==> src/rtl/reduce_pkg.sv <==
`default_nettype none
// ============================================================================
// Module   : reduce_pkg
// Brief    : Shared types and stage-count helpers for the reduction tree pipe.
// Revision : 1.0 - initial release
// ============================================================================
package reduce_pkg;

    typedef enum logic [1:0] {
        MODE_OR  = 2'd0,
        MODE_AND = 2'd1,
        MODE_XOR = 2'd2,
        MODE_NOR = 2'd3
    } mode_t;

    function automatic int level_count(input int width);
        return $clog2(width);
    endfunction

    // The last stage absorbs the remainder when the levels do not divide evenly.
    function automatic int stage_count(input int width, input int levels_per_reg);
        int lvls;
        lvls = $clog2(width);
        return (lvls + levels_per_reg - 1) / levels_per_reg;
    endfunction

endpackage
`default_nettype wire

==> src/rtl/reduce_level.sv <==
`default_nettype none
// ============================================================================
// Module   : reduce_level
// Brief    : One combinational 2:1 level of the reduction tree.
// Revision : 1.0 - initial release
// ============================================================================
module reduce_level
    import reduce_pkg::*;
#(
    parameter int IN_W        = 2,
    parameter bit FINAL_LEVEL = 1'b0
) (
    input  logic [IN_W-1:0]   i_lvl_in,
    input  mode_t             i_mode,
    output logic [IN_W/2-1:0] o_lvl_out
);

    // NOR runs as an OR tree; only the root level applies the inversion.
    always_comb begin
        o_lvl_out = '0;
        for (int i = 0; i < IN_W / 2; i++) begin
            case (i_mode)
                MODE_AND: o_lvl_out[i] = i_lvl_in[2*i] & i_lvl_in[2*i+1];
                MODE_XOR: o_lvl_out[i] = i_lvl_in[2*i] ^ i_lvl_in[2*i+1];
                MODE_NOR: o_lvl_out[i] = FINAL_LEVEL ? ~(i_lvl_in[2*i] | i_lvl_in[2*i+1])
                                                     :  (i_lvl_in[2*i] | i_lvl_in[2*i+1]);
                default:  o_lvl_out[i] = i_lvl_in[2*i] | i_lvl_in[2*i+1];
            endcase
        end
    end

endmodule
`default_nettype wire

==> src/rtl/reduce_tree_pipe.sv <==
`default_nettype none
// ============================================================================
// Module   : reduce_tree_pipe
// Brief    : Pipelined OR/AND/XOR/NOR reduction tree with valid/ready flow.
// Revision : 1.0 - initial release
// ============================================================================
module reduce_tree_pipe
    import reduce_pkg::*;
#(
    parameter int WIDTH          = 64,
    parameter int LEVELS_PER_REG = 2
) (
    input  logic             clk,
    input  logic             reset,
    input  logic             in_valid,
    output logic             in_ready,
    input  logic [WIDTH-1:0] in_data,
    input  mode_t            in_mode,
    output logic             out_valid,
    input  logic             out_ready,
    output logic             out_bit,
    output mode_t            out_mode
);

    localparam int c_levels = level_count(WIDTH);
    localparam int c_stages = stage_count(WIDTH, LEVELS_PER_REG);

    // A single global stall freezes every stage; bubbles only vanish at the output.
    logic w_stall;
    assign w_stall  = out_valid && !out_ready;
    assign in_ready = !w_stall;

    for (genvar s = 0; s < c_stages; s++) begin : g_stage
        localparam int c_first = s * LEVELS_PER_REG;
        localparam int c_last  = ((s + 1) * LEVELS_PER_REG < c_levels) ?
                                 ((s + 1) * LEVELS_PER_REG - 1) : (c_levels - 1);
        localparam int c_nlv   = c_last - c_first + 1;
        localparam int c_in_w  = WIDTH >> c_first;
        localparam int c_out_w = WIDTH >> (c_last + 1);

        logic [c_in_w-1:0]  w_data_in;
        mode_t              w_mode_in;
        logic               w_valid_in;

        logic [c_out_w-1:0] data_d;
        logic [c_out_w-1:0] data_q;
        mode_t              mode_d;
        mode_t              mode_q;
        logic               valid_d;
        logic               valid_q;

        if (s == 0) begin : g_from_port
            assign w_data_in  = in_data;
            assign w_mode_in  = in_mode;
            assign w_valid_in = in_valid;
        end else begin : g_from_stage
            assign w_data_in  = g_stage[s-1].data_q;
            assign w_mode_in  = g_stage[s-1].mode_q;
            assign w_valid_in = g_stage[s-1].valid_q;
        end

        for (genvar k = 0; k < c_nlv; k++) begin : g_lvl
            localparam int c_lw = c_in_w >> k;

            logic [c_lw-1:0]   w_in;
            logic [c_lw/2-1:0] w_out;

            if (k == 0) begin : g_head
                assign w_in = w_data_in;
            end else begin : g_chain
                assign w_in = g_lvl[k-1].w_out;
            end

            reduce_level #(
                .IN_W        (c_lw),
                .FINAL_LEVEL (c_first + k == c_levels - 1)
            ) u_level (
                .i_lvl_in  (w_in),
                .i_mode    (w_mode_in),
                .o_lvl_out (w_out)
            );
        end

        // Bubbles are loaded as all-zero so a dead slot never carries stale data.
        always_comb begin
            data_d  = data_q;
            mode_d  = mode_q;
            valid_d = valid_q;
            if (!w_stall) begin
                valid_d = w_valid_in;
                data_d  = w_valid_in ? g_lvl[c_nlv-1].w_out : '0;
                mode_d  = w_valid_in ? w_mode_in : MODE_OR;
            end
        end

        always_ff @(posedge clk) begin
            if (reset) begin
                data_q  <= '0;
                mode_q  <= MODE_OR;
                valid_q <= 1'b0;
            end else begin
                data_q  <= data_d;
                mode_q  <= mode_d;
                valid_q <= valid_d;
            end
        end
    end

    assign out_valid = g_stage[c_stages-1].valid_q;
    assign out_bit   = g_stage[c_stages-1].data_q[0];
    assign out_mode  = g_stage[c_stages-1].mode_q;

endmodule
`default_nettype wire

==> config.mk <==
export PLATFORM = sky130hd
export DESIGN_NAME = reduce_tree_pipe
export DESIGN_NICKNAME = d
export VERILOG_FILES = /design/src/rtl/reduce_pkg.sv /design/src/rtl/reduce_level.sv /design/src/rtl/reduce_tree_pipe.sv
export SDC_FILE = /design/constraint.sdc
export NUM_CORES = 1
export LEC_CHECK = 0
export CORE_MARGIN = 2
export CORE_UTILIZATION = 45
export CTS_CLUSTER_SIZE = 10
export DETAILED_ROUTE_END_ITERATION = 10
export DONT_BUFFER_PORTS = 1
export SYNTH_ARGS = -nofsm -noshare
export SYNTH_HDL_FRONTEND = slang
export SYNTH_SLANG_ARGS = --single-unit
==> constraint.sdc <==
create_clock -name clk -period 3.2 [get_ports clk]
set_input_delay 0.64 -clock clk [delete_from_list [all_inputs] [get_ports clk]]
set_output_delay 0.64 -clock clk [all_outputs]
set_load 0.05 [all_outputs]
==> impl_metrics.json, run 1 <==
{
  "status": "finished clean",
  "die_w_um": 101,
  "die_area_sq_mm": 0.0102,
  "synth_common_cells": "ha_1 (134), inv_1 (132), a221oi_1 (59)",
  "drv_slew": 0,
  "finalHoldViolations": 0,
  "ys.flop_type": "dfxtp_1",
  "drive_gt1_share_pct": 4.27,
  "grt_max_degree": 53,
  "worstPathArrival_ns": 2.71,
  "final_core_util_pct": 48.4,
  "design_area_sq_mm": 0.00443,
  "p_total_w": 0.00139,
  "rsz0062_at_grt": "no",
  "dr_wl_met3_um": 507,
  "first_global_vias": 3152,
  "comb_power_share_pct": 35.3,
  "hold_start": "reset",
  "crit_slowest_cell": "ha_1",
  "setup_tns_ns": 0,
  "htree_levels": 2,
  "drt-met1-wl_mm": 3.74,
  "yosysWarnings": 0,
  "yosysMostFrequentCell": "ha_1",
  "drt_wl_total_mm": 8.14,
  "ys_seq_elements": 30,
  "worst_slew_pin_slew_ns": 0.750,
  "ys_types": 25,
  "io_buffers": 0,
  "p_leak_nw": 2.47,
  "numCtsBuffers": 5,
  "vias": 3298,
  "p_clk_share_pct": 34.8,
  "crit_type": "reg -> reg",
  "multiInputGateArea_sq_mm": 0.00297,
  "clkTransAtPathRegs_ns": 0.07,
  "route.detailed.drc": 0,
  "drt_iter0_drc": 147,
  "fillCellCount": 894,
  "place_hpwl_mm": 6.33,
  "synthTopCellsByArea": "ha_1 (40%), dfxtp_1 (14%), a221oi_1 (12%)",
  "grt_first_pass_wirelength_mm": 14.1,
  "rows": 35,
  "track_usage_pct": 16.8,
  "fmax_mhz": 395,
  "r2r-start": "g_stage[0].mode_q[0]",
  "clk_path_buf_depth": 2,
  "hold_buffers": 0,
  "synth_area_sq_mm": 0.00422,
  "hp-class": "in -> reg",
  "nets": 695,
  "wl_per_cell_um": 13.5,
  "cts_tree": "yes",
  "startpoint_type": "register",
  "syn_nets": 712,
  "root_buffer": "clkbuf_8",
  "cp.required_ns": 3.38,
  "p_int_w": 0.000945,
  "cap_violations": 0,
  "vias_per_cell": 5.47,
  "ys_seq_area_share_pct": 14.2,
  "path_max_fanout": 24,
  "finalSetupViolCount": 0,
  "crit_chain": "inv_1, ha_1, a221oi_1, a21oi_1, inv_1, ha_1, a221oi_1, a21oi_1, a22o_1",
  "power.share.switching_pct": 32.2,
  "antenna_found_initial": 0,
  "antenna_left": 0,
  "synth_top_area_cell": "ha_1",
  "worst_setup_path_end_kind": "register",
  "min_period_ns": 2.53,
  "dr_wl_met2_mm": 3.79,
  "max-slew-margin-rel_pct": 50.0,
  "grt_overflow_total": 0,
  "dpl-instance-area_sq_mm": 0.00429,
  "postSynthAreaPerCell_sq_um": 8.31,
  "coreArea_sq_mm": 0.00915,
  "synth-edff-count": 0,
  "finClkSkew_ns": 0.00658,
  "crit_start": "g_stage[0].mode_q[0]",
  "syn_inst": 508,
  "syn2layout_area_growth_pct": 4.92,
  "peakVddDrop_uv": 163,
  "synth_top_area_share_pct": 39.7,
  "clkSinkCount": 30,
  "top_layer": "met4",
  "routabilityCongestion": 0.760,
  "finalCritPeriodShare_pct": 79.0,
  "timing.hold.ws_ns": 0.412,
  "cpPeakStageDelay_ns": 0.75,
  "die_height_um": 101,
  "antennaDiodeCount": 0,
  "drt_pass1_iterations": 4,
  "pwr-share-seq_pct": 29.9,
  "start_util_pct": 46.1,
  "postCtsResizedCells": 0,
  "register_area_sq_um": 601,
  "post-cts-setup-buffer-count": 0,
  "io-pin-count": 75,
  "switchingPower_w": 0.000449,
  "ys_async_sr_fraction_pct": 0,
  "p_per_area_mw_per_mm2": 315,
  "clock_latency_ns": 0.29
}
-- sequential cells by signal, indices dropped and copies added (netlist names) --
register	cells
g_stage.data_q	20
out_mode	2
out_valid	1
g_stage.valid_q	2
g_stage.mode_q	4
out_bit	1
-- power by group through the flow --
| stage | Combinational, W | Clock [W] | Sequential, W |
|---|---|---|---|
| floorplan | 0.000401 | 0 | 0.000420 |
| global placement | 0.000477 | 0 | 0.000425 |
| detailed placement | 0.000496 | 0 | 0.000426 |
| CTS | 0.000500 | 0.000496 | 0.000417 |
| global route | 0.000586 | 0.000510 | 0.000420 |
| finish | 0.000493 | 0.000485 | 0.000417 |
-- area by class of cell --
cell class,count,share of cell area [%]
Multi-Input combinational cell,314,67.0
Clock buffer,6,1.86
Sequential cell,30,13.6
Tap cell,111,3.13
Timing Repair Buffer,7,1.75
Clock inverter,2,1.36
Inverter,133,11.3
-- logic make-up (layout without fill, tap and decap cells) --
kind of cell,count (synthesis),in the layout,share of synthesized area [%]
buffers and inverters,164,148,15.6
AO/OA/AOI/OAI,152,152,26.7
adder cells (fa/ha/maj),134,134,39.7
flip-flops,30,30,14.2
AND/OR/NAND/NOR,26,26,3.26
multiplexers,2,2,0.504
-- metrics by stage --
stage,setup WS (ns),instances
after floorplan,0.673,508
after global placement,0.392,595
final,0.671,603
after detailed placement,0.345,595
after global routing,0.419,603
after CTS,0.646,603
-- cell usage in the layout (no fill, tap or decap) --
cell type	count
bufinv_16	2
nand3b_1	1
a221oi_1	59
clkbuf_8	6
nand3_1	6
a22oi_1	2
a211oi_1	1
buf_12	2
buf_4	5
a22o_1	20
nand2_1	13
ha_1	132
ha_2	2
nor2_1	3
inv_4	1
a21oi_1	47
o41ai_1	1
inv_1	132
a21o_1	20
a221o_1	1
a32o_1	1
nor3b_4	1
mux2_2	1
nor3b_1	1
dfxtp_1	30
mux2i_1	1
nor2b_4	1
-- worst max-delay path: cells and delay by family (launching register included) --
family	cells	cell delay, ns
flops	1	0.37
fa+ha+maj	2	1.02
buf+inv	2	0.13
compound gates	5	0.90
-- worst paths after layout --
path / cells past startpoint / to / slack [ns]
max reg2reg: 9 / g_stage[1].data_q[2] / 0.67
max: 9 / g_stage[1].data_q[2] / 0.67
min reg2reg: 2 / g_stage[0].mode_q[1] / 0.48
min: 1 / g_stage[0].mode_q[1] / 0.41
-- layer usage --
| metal | global-route usage, % | vias to the layer above |
|---|---|---|
| met5 | 0 | - |
| met4 | 3.79 | 0 |
| met3 | 4.51 | 10 |
| met2 | 28.4 | 59 |
| met1 | 21.4 | 1515 |
| li1 | - | 1714 |
(Power assumes the default switching activity.)
==> run 2, diff against run 1 <==
Clock period 3.2 ns to 2.2 ns, I/O delays scaled along.
==> impl_metrics.json, run 2 (same netlist as run 1, synthesis figures left out) <==
{
  "cts_tree": "yes",
  "top_regs": "g_stage.data_q (20), g_stage.mode_q (4)",
  "die_area_sq_mm": 0.0102,
  "p_leak_nw": 2.68,
  "timing.hold.ws_ns": 0.214,
  "cp_top_family": "compound AO/OA/AOI/OAI gates",
  "max-slew-margin-rel_pct": 65.1,
  "antennaDiodeCount": 0,
  "multiInputGateArea_sq_mm": 0.00312,
  "die_w_um": 101,
  "drt_iter0_drc": 101,
  "crit_type": "reg -> reg",
  "use_met3_pct": 4.09,
  "clk_path_buf_depth": 2,
  "cp_common_cell": "inv_1",
  "fin_cells": 632,
  "fmax_mhz": 468,
  "drv_slew": 0,
  "drt_pass1_iterations": 4,
  "clkSinkCount": 30,
  "crit_slowest_cell": "a221o_1",
  "worstPathArrival_ns": 2.31,
  "cp.required_ns": 2.37,
  "crit_buf_inv": 3,
  "clkTransAtPathRegs_ns": 0.06,
  "rows": 35,
  "pre_cts_ws_ns": -0.177,
  "finClkSkew_ns": 0.00406,
  "place_hpwl_mm": 6.87,
  "drive_gt1_share_pct": 14.8,
  "routabilityCongestion": 0.784,
  "htree_levels": 2,
  "path_max_fanout": 12,
  "coreArea_sq_mm": 0.00915,
  "largest_register": "g_stage.data_q",
  "numCtsBuffers": 5,
  "die_height_um": 101,
  "dp.cells": 623,
  "rsz0062_at_grt": "yes",
  "crit_cells": 9,
  "finalCritPeriodShare_pct": 97.0,
  "first_global_vias": 3515,
  "cpPeakStageDelay_ns": 0.36,
  "use_met1_pct": 22.0,
  "cap_violations": 0,
  "root_buffer": "clkbuf_8",
  "grt_first_pass_wirelength_mm": 15.5,
  "worst_slew_pin_slew_ns": 0.522,
  "hold_buffers": 0,
  "peakVddDrop_uv": 207,
  "status": "finished clean",
  "io_buffers": 0,
  "fillCellCount": 840,
  "start_util_pct": 46.1,
  "ff2ff_path_depth": 9,
  "finalHoldViolations": 0,
  "min_period_ns": 2.13,
  "worst_slack_ns": 0.0652,
  "drt_wl_total_mm": 9.01,
  "crit_chain": "inv_1, ha_4, buf_12, a221oi_1, a21o_1, inv_1, ha_1, a221o_1, a32o_1",
  "final_cell_mix": "inv_1 (132), ha_1 (130), a221oi_1 (44)",
  "largest_reg_flops": 20,
  "final_common_cell": "inv_1",
  "nets": 725,
  "wl_per_cell_um": 14.3,
  "register_area_sq_um": 602,
  "grt_overflow_total": 0,
  "grt.busiest_layer": "met2",
  "final_core_util_pct": 52.9,
  "vias_per_cell": 5.46,
  "antenna_left": 0,
  "worst_setup_path_end_kind": "register",
  "clock_latency_ns": 0.28,
  "hp-class": "in -> reg",
  "track_usage_pct": 18.4,
  "vias": 3453,
  "finalSetupViolCount": 0,
  "p_per_area_mw_per_mm2": 398,
  "antenna_found_initial": 0,
  "setup_tns_ns": 0,
  "worstHoldPathCells": 1,
  "io-pin-count": 75,
  "grt_max_degree": 42,
  "startpoint_type": "register",
  "syn2layout_area_growth_pct": 14.8,
  "route.detailed.drc": 0,
  "use_met2_pct": 33.7
}
## run 2: cell types whose count changed in the layout (fill, tap and decap cells not counted), moves of 2 or more
cell	previous run	this run
a21oi_1	47	38
a21oi_2	0	9
a221oi_1	59	44
a221oi_2	0	15
buf_12	2	7
buf_4	5	28
bufinv_16	2	0
clkinv_2	0	2
ha_1	132	130
ha_4	0	2
## run 2: path summary, 6_finish.rpt
path	start	endpoint	slack (ns)
max	g_stage[0].mode_q[0]	g_stage[1].data_q[3]	0.07
min	reset	g_stage[0].mode_q[0]	0.21
max reg2reg	g_stage[0].mode_q[0]	g_stage[1].data_q[3]	0.07
min reg2reg	g_stage[0].valid_q	g_stage[1].valid_q	0.50
## run 2: where the power goes
part           internal [W]  leakage, nW  switching, W
registers          0.000576        0.246     0.0000279
logic              0.000438         2.39      0.000468
clock network      0.000212       0.0438      0.000208
## run 2: worst register-to-register path, stage by stage, from the launching register on
cell      delay (ns)
dfxtp_2         0.35
inv_1           0.07
ha_4            0.26
buf_12          0.14
a221oi_1        0.23
a21o_1          0.14
inv_1           0.04
ha_1            0.19
a221o_1         0.36
a32o_1          0.24
## run 2: area by class of cell
cell class                 instances  share of cell area (%)
inverter                         133                    10.4
clock buffer                       5                    1.42
sequential                        30                    12.4
tap                              111                    2.87
multi-input combinational        314                    64.4
clock inverter                     2                   0.207
timing repair buffer              37                    8.31
## run 2: routing by layer
metal	wire, um	vias to the layer above	share of wire, %
met1	4080	1622	45
met5	0	-	0
li1	-	1771	-
met4	120	0	1.3
met2	4430	49	49
met3	378	11	4.2
## run 2: what timing repair did
action                     in CTS  in global routing
buffers inserted                0                  1
setup endpoints to repair       3                 17
pin swaps                       0                  1
gates resized for setup         2                  5
gates cloned                    0                  1
## run 2: through the flow
stage / total power (W) / instance area (sq um)
after global placement: 0.00146 / 4680
after detailed placement: 0.00149 / 4680
final: 0.00193 / 4850
after global routing: 0.00211 / 4850
after CTS: 0.00192 / 4760
after floorplan: 0.00126 / 4380
